==> src/rtl/fccc_reconfig_pkg.sv <==
// Shared types for the FCCC/CCC PLL reconfiguration sequencer.
// State encoding, error codes and APB field widths of the CCC configuration port.
package fccc_reconfig_pkg;

  localparam int CFG_ADDR_W = 6;
  localparam int CFG_DATA_W = 8;

  typedef enum logic [3:0] {
    ST_IDLE,
    ST_RST,
    ST_WR_SETUP,
    ST_WR_ACCESS,
    ST_RD_SETUP,
    ST_RD_ACCESS,
    ST_NEXT,
    ST_WAIT_BUSY,
    ST_RELEASE,
    ST_WAIT_LOCK,
    ST_LOCKED,
    ST_ERROR
  } state_t;

  localparam logic [1:0] ERR_NONE    = 2'b00;
  localparam logic [1:0] ERR_VERIFY  = 2'b01;
  localparam logic [1:0] ERR_BUSY_TO = 2'b10;
  localparam logic [1:0] ERR_LOCK_TO = 2'b11;

endpackage

==> src/rtl/fccc_lock_qual.sv <==
// LOCK qualifier: 2-flop synchronizer, consecutive-high stable counter, timeout counter.
// lock_s lags ccc_lock by 2 cycles; counters saturate at their limits, no backpressure.
module fccc_lock_qual #(
  parameter int LOCK_STABLE  = 1024,
  parameter int LOCK_TIMEOUT = 65536
) (
  input  logic clk,
  input  logic rst_n,
  input  logic lock_async,
  input  logic clear,
  input  logic run,
  output logic lock_s,
  output logic lock_ok,
  output logic lock_to
);

  localparam int SW = $clog2(LOCK_STABLE + 1);
  localparam int TW = $clog2(LOCK_TIMEOUT + 1);
  localparam logic [SW-1:0] STABLE_MAX  = SW'(LOCK_STABLE);
  localparam logic [TW-1:0] TIMEOUT_MAX = TW'(LOCK_TIMEOUT);

  logic          lock_meta;
  logic [SW-1:0] stable_cnt;
  logic [TW-1:0] to_cnt;

  always_ff @(posedge clk or negedge rst_n) begin
    if (!rst_n) begin
      lock_meta <= 1'b0;
      lock_s    <= 1'b0;
    end else begin
      lock_meta <= lock_async;
      lock_s    <= lock_meta;
    end
  end

  // Any low sample of the synchronized lock restarts the stability window.
  always_ff @(posedge clk or negedge rst_n) begin
    if (!rst_n) begin
      stable_cnt <= '0;
    end else if (clear || !lock_s) begin
      stable_cnt <= '0;
    end else if (stable_cnt != STABLE_MAX) begin
      stable_cnt <= stable_cnt + SW'(1);
    end
  end

  always_ff @(posedge clk or negedge rst_n) begin
    if (!rst_n) begin
      to_cnt <= '0;
    end else if (clear) begin
      to_cnt <= '0;
    end else if (run && to_cnt != TIMEOUT_MAX) begin
      to_cnt <= to_cnt + TW'(1);
    end
  end

  assign lock_ok = (stable_cnt == STABLE_MAX);
  assign lock_to = (to_cnt == TIMEOUT_MAX);

endmodule

==> src/rtl/fccc_reconfig_ctrl.sv <==
// Sequencer that holds the PLL in reset, writes/verifies the config table over APB, then qualifies LOCK.
// Fixed 2-cycle APB transfers (no PREADY); all outputs registered and aligned with the state.
module fccc_reconfig_ctrl
  import fccc_reconfig_pkg::*;
#(
  parameter int NUM_ENTRIES  = 8,
  parameter int ENTRY_W      = 3,
  parameter int RST_CYCLES   = 16,
  parameter int BUSY_TIMEOUT = 256,
  parameter int LOCK_STABLE  = 1024,
  parameter int LOCK_TIMEOUT = 65536,
  parameter int VERIFY       = 1
) (
  input  logic                             PCLK,
  input  logic                             PRESET_N,
  input  logic                             start,
  input  logic                             clr,
  output logic [ENTRY_W-1:0]               cfg_idx,
  input  logic [CFG_ADDR_W+CFG_DATA_W-1:0] cfg_word,
  output logic                             PSEL,
  output logic                             PENABLE,
  output logic                             PWRITE,
  output logic [CFG_ADDR_W-1:0]            PADDR,
  output logic [CFG_DATA_W-1:0]            PWDATA,
  input  logic [CFG_DATA_W-1:0]            PRDATA,
  input  logic                             ccc_busy,
  input  logic                             ccc_lock,
  output logic                             PLL_ARST_N,
  output logic                             ctl_busy,
  output logic                             done,
  output logic                             err,
  output logic [1:0]                       err_code,
  output logic                             lock_lost
);

  localparam int CNT_LIM = (RST_CYCLES > BUSY_TIMEOUT) ? RST_CYCLES : BUSY_TIMEOUT;
  localparam int CW      = $clog2(CNT_LIM + 1);
  localparam logic [CW-1:0]      RST_LAST  = CW'(RST_CYCLES - 1);
  localparam logic [CW-1:0]      BUSY_LAST = CW'(BUSY_TIMEOUT - 1);
  localparam logic [ENTRY_W-1:0] IDX_LAST  = ENTRY_W'(NUM_ENTRIES - 1);

  state_t          state;
  logic [CW-1:0]   cnt;
  logic            last_entry;
  logic            lock_s, lock_ok, lock_to;
  logic            restart, to_next, qual_clr, fail;
  logic [1:0]      fail_code;
  logic [CFG_ADDR_W-1:0] cfg_addr;
  logic [CFG_DATA_W-1:0] cfg_data;

  assign cfg_addr = cfg_word[CFG_ADDR_W+CFG_DATA_W-1:CFG_DATA_W];
  assign cfg_data = cfg_word[CFG_DATA_W-1:0];

  assign restart  = start && (state == ST_IDLE || state == ST_LOCKED || state == ST_ERROR);
  assign to_next  = (state == ST_WR_ACCESS && VERIFY == 0) ||
                    (state == ST_RD_ACCESS && PRDATA == cfg_data);
  assign qual_clr = (state == ST_RELEASE) || (state == ST_LOCKED && !lock_s);

  always_comb begin
    fail      = 1'b0;
    fail_code = ERR_NONE;
    if (state == ST_RD_ACCESS && PRDATA != cfg_data) begin
      fail      = 1'b1;
      fail_code = ERR_VERIFY;
    end else if (state == ST_WAIT_BUSY && ccc_busy && cnt == BUSY_LAST) begin
      fail      = 1'b1;
      fail_code = ERR_BUSY_TO;
    end else if (state == ST_WAIT_LOCK && !lock_ok && lock_to) begin
      fail      = 1'b1;
      fail_code = ERR_LOCK_TO;
    end
  end

  fccc_lock_qual #(
    .LOCK_STABLE (LOCK_STABLE),
    .LOCK_TIMEOUT(LOCK_TIMEOUT)
  ) u_lock_qual (
    .clk       (PCLK),
    .rst_n     (PRESET_N),
    .lock_async(ccc_lock),
    .clear     (qual_clr),
    .run       (state == ST_WAIT_LOCK),
    .lock_s    (lock_s),
    .lock_ok   (lock_ok),
    .lock_to   (lock_to)
  );

  always_ff @(posedge PCLK or negedge PRESET_N) begin
    if (!PRESET_N) begin
      state      <= ST_IDLE;
      cnt        <= '0;
      cfg_idx    <= '0;
      last_entry <= 1'b0;
      PSEL       <= 1'b0;
      PENABLE    <= 1'b0;
      PWRITE     <= 1'b0;
      PADDR      <= '0;
      PWDATA     <= '0;
      PLL_ARST_N <= 1'b1;
      ctl_busy   <= 1'b0;
      done       <= 1'b0;
      err        <= 1'b0;
      err_code   <= ERR_NONE;
      lock_lost  <= 1'b0;
    end else begin
      // Flag updates further down override this clear, so new errors and lock loss win.
      if (clr) begin
        err       <= 1'b0;
        err_code  <= ERR_NONE;
        lock_lost <= 1'b0;
      end
      if (restart) begin
        state      <= ST_RST;
        cnt        <= '0;
        cfg_idx    <= '0;
        PLL_ARST_N <= 1'b0;
        ctl_busy   <= 1'b1;
        done       <= 1'b0;
      end else if (to_next) begin
        // cfg_idx advances here so the table lookup has settled before the next WR_SETUP.
        state      <= ST_NEXT;
        PSEL       <= 1'b0;
        PENABLE    <= 1'b0;
        PWRITE     <= 1'b0;
        last_entry <= (cfg_idx == IDX_LAST);
        if (cfg_idx != IDX_LAST) cfg_idx <= cfg_idx + ENTRY_W'(1);
      end else if (fail) begin
        state      <= ST_ERROR;
        err        <= 1'b1;
        err_code   <= fail_code;
        PSEL       <= 1'b0;
        PENABLE    <= 1'b0;
        PWRITE     <= 1'b0;
        PLL_ARST_N <= 1'b1;
        ctl_busy   <= 1'b0;
        done       <= 1'b0;
      end else begin
        case (state)
          ST_RST: begin
            if (cnt == RST_LAST) begin
              cnt     <= '0;
              state   <= ST_WR_SETUP;
              PSEL    <= 1'b1;
              PWRITE  <= 1'b1;
              PENABLE <= 1'b0;
              PADDR   <= cfg_addr;
              PWDATA  <= cfg_data;
            end else begin
              cnt <= cnt + CW'(1);
            end
          end
          ST_WR_SETUP: begin
            PENABLE <= 1'b1;
            state   <= ST_WR_ACCESS;
          end
          ST_WR_ACCESS: begin
            PWRITE  <= 1'b0;
            PENABLE <= 1'b0;
            state   <= ST_RD_SETUP;
          end
          ST_RD_SETUP: begin
            PENABLE <= 1'b1;
            state   <= ST_RD_ACCESS;
          end
          ST_NEXT: begin
            if (last_entry) begin
              state      <= ST_WAIT_BUSY;
              cnt        <= '0;
              PLL_ARST_N <= 1'b1;
            end else begin
              state  <= ST_WR_SETUP;
              PSEL   <= 1'b1;
              PWRITE <= 1'b1;
              PADDR  <= cfg_addr;
              PWDATA <= cfg_data;
            end
          end
          ST_WAIT_BUSY: begin
            if (!ccc_busy) state <= ST_RELEASE;
            else           cnt   <= cnt + CW'(1);
          end
          ST_RELEASE: begin
            cnt   <= '0;
            state <= ST_WAIT_LOCK;
          end
          ST_WAIT_LOCK: begin
            if (lock_ok) begin
              state    <= ST_LOCKED;
              done     <= 1'b1;
              ctl_busy <= 1'b0;
            end
          end
          ST_LOCKED: begin
            if (!lock_s) begin
              lock_lost <= 1'b1;
              done      <= 1'b0;
              ctl_busy  <= 1'b1;
              state     <= ST_WAIT_LOCK;
            end
          end
          default: ;
        endcase
      end
    end
  end

endmodule

==> config.mk <==
export PLATFORM = sky130hd
export DESIGN_NAME = fccc_reconfig_ctrl
export DESIGN_NICKNAME = d
export VERILOG_FILES = /design/src/rtl/fccc_reconfig_pkg.sv /design/src/rtl/fccc_lock_qual.sv /design/src/rtl/fccc_reconfig_ctrl.sv
export SDC_FILE = /design/constraint.sdc
export NUM_CORES = 1
export LEC_CHECK = 0
export CAP_MARGIN = 20
export CORE_MARGIN = 4
export CORE_UTILIZATION = 55
export DETAILED_ROUTE_END_ITERATION = 8
export PLACE_DENSITY = 0.85
export SLEW_MARGIN = 0
export SYNTH_ARGS = -nofsm -noshare
export SYNTH_HDL_FRONTEND = slang
export SYNTH_SLANG_ARGS = --single-unit
==> constraint.sdc <==
create_clock -name PCLK -period 3.35 [get_ports PCLK]
set_clock_uncertainty 0.2 [all_clocks]
set_input_delay 0.5025 -clock PCLK [delete_from_list [all_inputs] [get_ports PCLK]]
set_output_delay 0.5025 -clock PCLK [all_outputs]
set_load 0.1 [all_outputs]
==> results.txt <==
Synth Register Bits = 71
Cell Area, Synth = 3909 µm²
Tcrit/Tclk final = 0.8992
Clock tree buffer depth = 2
Drt drc = 0
Post-route cell area = 4666 µm²
Antenna violations before repair = 0
Post-DP HPWL = 6088 µm
Slew Limit Fails = 0
Crit start category = register
Initial Utilization = 0.5722
CTS buffer count = 9
Fmax = 0.3320 GHz
Yosys top cell by area = dfrtp_1
Crit Path Category = reg2reg
H-tree levels = 3
Most used flip-flop cell after synthesis = dfrtp_1
# nets final = 484
Share of layout cells above drive strength 1 = 0.1921
Sw Ratio = 0.2241
GPL Wtd Cong = 0.9461
Largest net degree at the start of global routing = 72
Seq pwr share = 0.531
Reg area = 1778 µm²
P&R area growth vs syn = 19.37%
Core area = 6832 µm²
Synth cell types = 61
Die X = 92.30 µm
Diode count = 0
Footprint of the multi-input gates = 1959 µm²
Die H = 92.30 µm
DR vias/cell = 5.730
Iteration-0 DRC Markers = 313
DP Area = 4458 µm²
I/O pins = 55
Synth top area share = 0.4481
Sw power = 0.3653 mW
Pre-antenna DRT Iters = 5
Worst-margin pin slew = 0.6424 ns
Avg Synthesized Cell Area = 10.07 µm²
Crit path arrival time = 3.06 ns
Hold/Removal Path Class = reg2reg
Logic pwr share = 0.050
Part of the power in the clock network = 0.419
Pint = 1.265 mW
CTS tree = yes
Clk pin slew, worst setup/hold paths = 0.08 ns
Global-route wire length before repair = 14620 µm
Setup bufs post-CTS = 0
Clk root buf = clkbuf_8
Worst-path maximum fanout = 10
Most frequent cells in the layout = dfrtp_1, nor2_1, buf_4
Fillers = 514
RSZ-0062 raised after global routing = false
Outcome = completed
Most common cell after layout, fill and taps aside = dfrtp_1
Global Route Usage Sum = 0.2143
VDD IR max = 0.2555 mV
Via count = 3146
Crit path capture type = register
Routed WL = 8529 µm
Yosys Warn Count = 0
Vias in the first global route = 3070
Final hold violation count = 0
Top post-synthesis cells by area = dfrtp_1, nor2_1, xor2_1, mux2_4, mux2_2
Total leakage power = 2.110 nW
Antenna-violating nets left = 0
Die area = 8519 µm²
FFs w/ async S/R, synth = 1.000
Post-synthesis sequential area ratio = 0.4549
Setup violations, final = 0
Required @ worst endpoint = 3.40 ns
Post-synth EDFFs = 0
Fin crit period = 3.012 ns
Clk_lat worst skew = 0.34 ns
Max Cap Viol = 0
Avg WL per Cell = 15.54 µm
Slew headroom = 0.5708
Pwr dens = 349.4 nW/µm²
IO Port Bufs = 54
Clock sink count = 71
Setup TNS = 0 ns
Post-Syn Nets = 424
Mapped Cells = 388
Overflow after GRT = 0
Row cnt = 30
cells by family after synthesis:
logic type | share of synthesized area
AOI/OAI and AO/OA | 0.1364
xor gates and xnor gates | 0.06722
and+or+nand+nor | 0.2074
buffers and inverters | 0.04386
adders and majority gates | 0.02561
DFF | 0.4549
muxes | 0.06466
power groups by stage:
stage / combinational, mW / clock (mW) / sequential, mW
6_report: 0.0823 / 0.683 / 0.865
5_1_grt: 0.0922 / 0.737 / 0.866
4_1_cts: 0.0843 / 0.697 / 0.865
3_5_place_dp: 0.0828 / 0 / 0.882
3_3_place_gp: 0.0806 / 0 / 0.882
2_1_floorplan: 0.0239 / 0 / 0.882
flip-flops by register name (all words and copies together) (netlist names):
name and cells:
u_lock_qual.stable_cnt 11, PADDR 6, lock_lost 1, PWDATA 8, u_lock_qual.lock_s 1, state 4, cnt 9, PSEL 1
ctl_busy 1, u_lock_qual.to_cnt 17, err 1, PWRITE 1, PENABLE 1, done 1, u_lock_qual.lock_meta 1, err_code 2
PLL_ARST_N 1, last_entry 1, cfg_idx 3
critical path: stages (launching register included):
cell,delay [ns]
dfrtp_1,0.41
ha_1,0.23
and3_1,0.19
and3_2,0.22
and3_1,0.18
ha_1,0.19
nand2b_1,0.14
a211o_1,0.28
a31o_2,0.31
nand2b_1,0.30
o311ai_2,0.26
stage by stage:
step	hold WS (ns)	cells	setup slack, ns	total power [mW]	utilization
2_1_floorplan	0.006909	388	0.3846	0.9055	-
3_3_place_gp	0.1398	532	0.3957	0.9623	0.6526
3_5_place_dp	0.1412	532	0.3601	0.9648	0.6526
4_1_cts	0.1595	549	0.3367	1.646	0.6830
5_1_grt	0.1637	549	0.1517	1.695	0.6830
6_report	0.1570	549	0.3375	1.630	0.6830
worst paths after layout:
path	start	to	slack (ns)	cells past startpoint
setup / recovery	cnt[0]	cnt[2]	0.34	10
min in group asynchronous	PRESET_N	cnt[4]	0.50	3
hold reg to reg	u_lock_qual.lock_meta	u_lock_qual.lock_s	0.16	0
hold / removal	u_lock_qual.lock_meta	u_lock_qual.lock_s	0.16	0
max in group asynchronous	PRESET_N	err_code[1]	2.11	3
setup reg to reg	cnt[0]	cnt[2]	0.34	10
synthesized netlist by cell type, types with 9 or more instances:
library cell,instances
mux2_2,10
nor2_1,44
a21oi_1,13
inv_1,14
nand2_1,25
o21ai_0,22
nand4_1,9
xor2_1,18
nand3_1,16
nand2b_1,11
xnor2_1,12
dfrtp_1,70
repair_timing:
action | 4_1_cts | 5_1_grt
gates resized for setup | 0 | 0
hold buffers | 1 | 0
endpoints found under the hold margin | 66 | 0
routing by layer:
metal / wire length, µm / GRT usage / vias up
li1: - / - / 1507
met1: 3736 / 0.2766 / 1514
met2: 4135 / 0.3480 / 108
met3: 534 / 0.05280 / 17
met4: 123 / 0.08292 / 0
met5: 0 / 0 / -
area by class of cell:
cell class	instances	area share
multi-input cells	288	0.4200
flip-flops and latches	71	0.3811
repair buffers	64	0.1196
clock buffers	10	0.02950
well taps	96	0.02574
clock inverters	6	0.01287
inverters	14	0.01126
(Power assumes the default switching activity.)
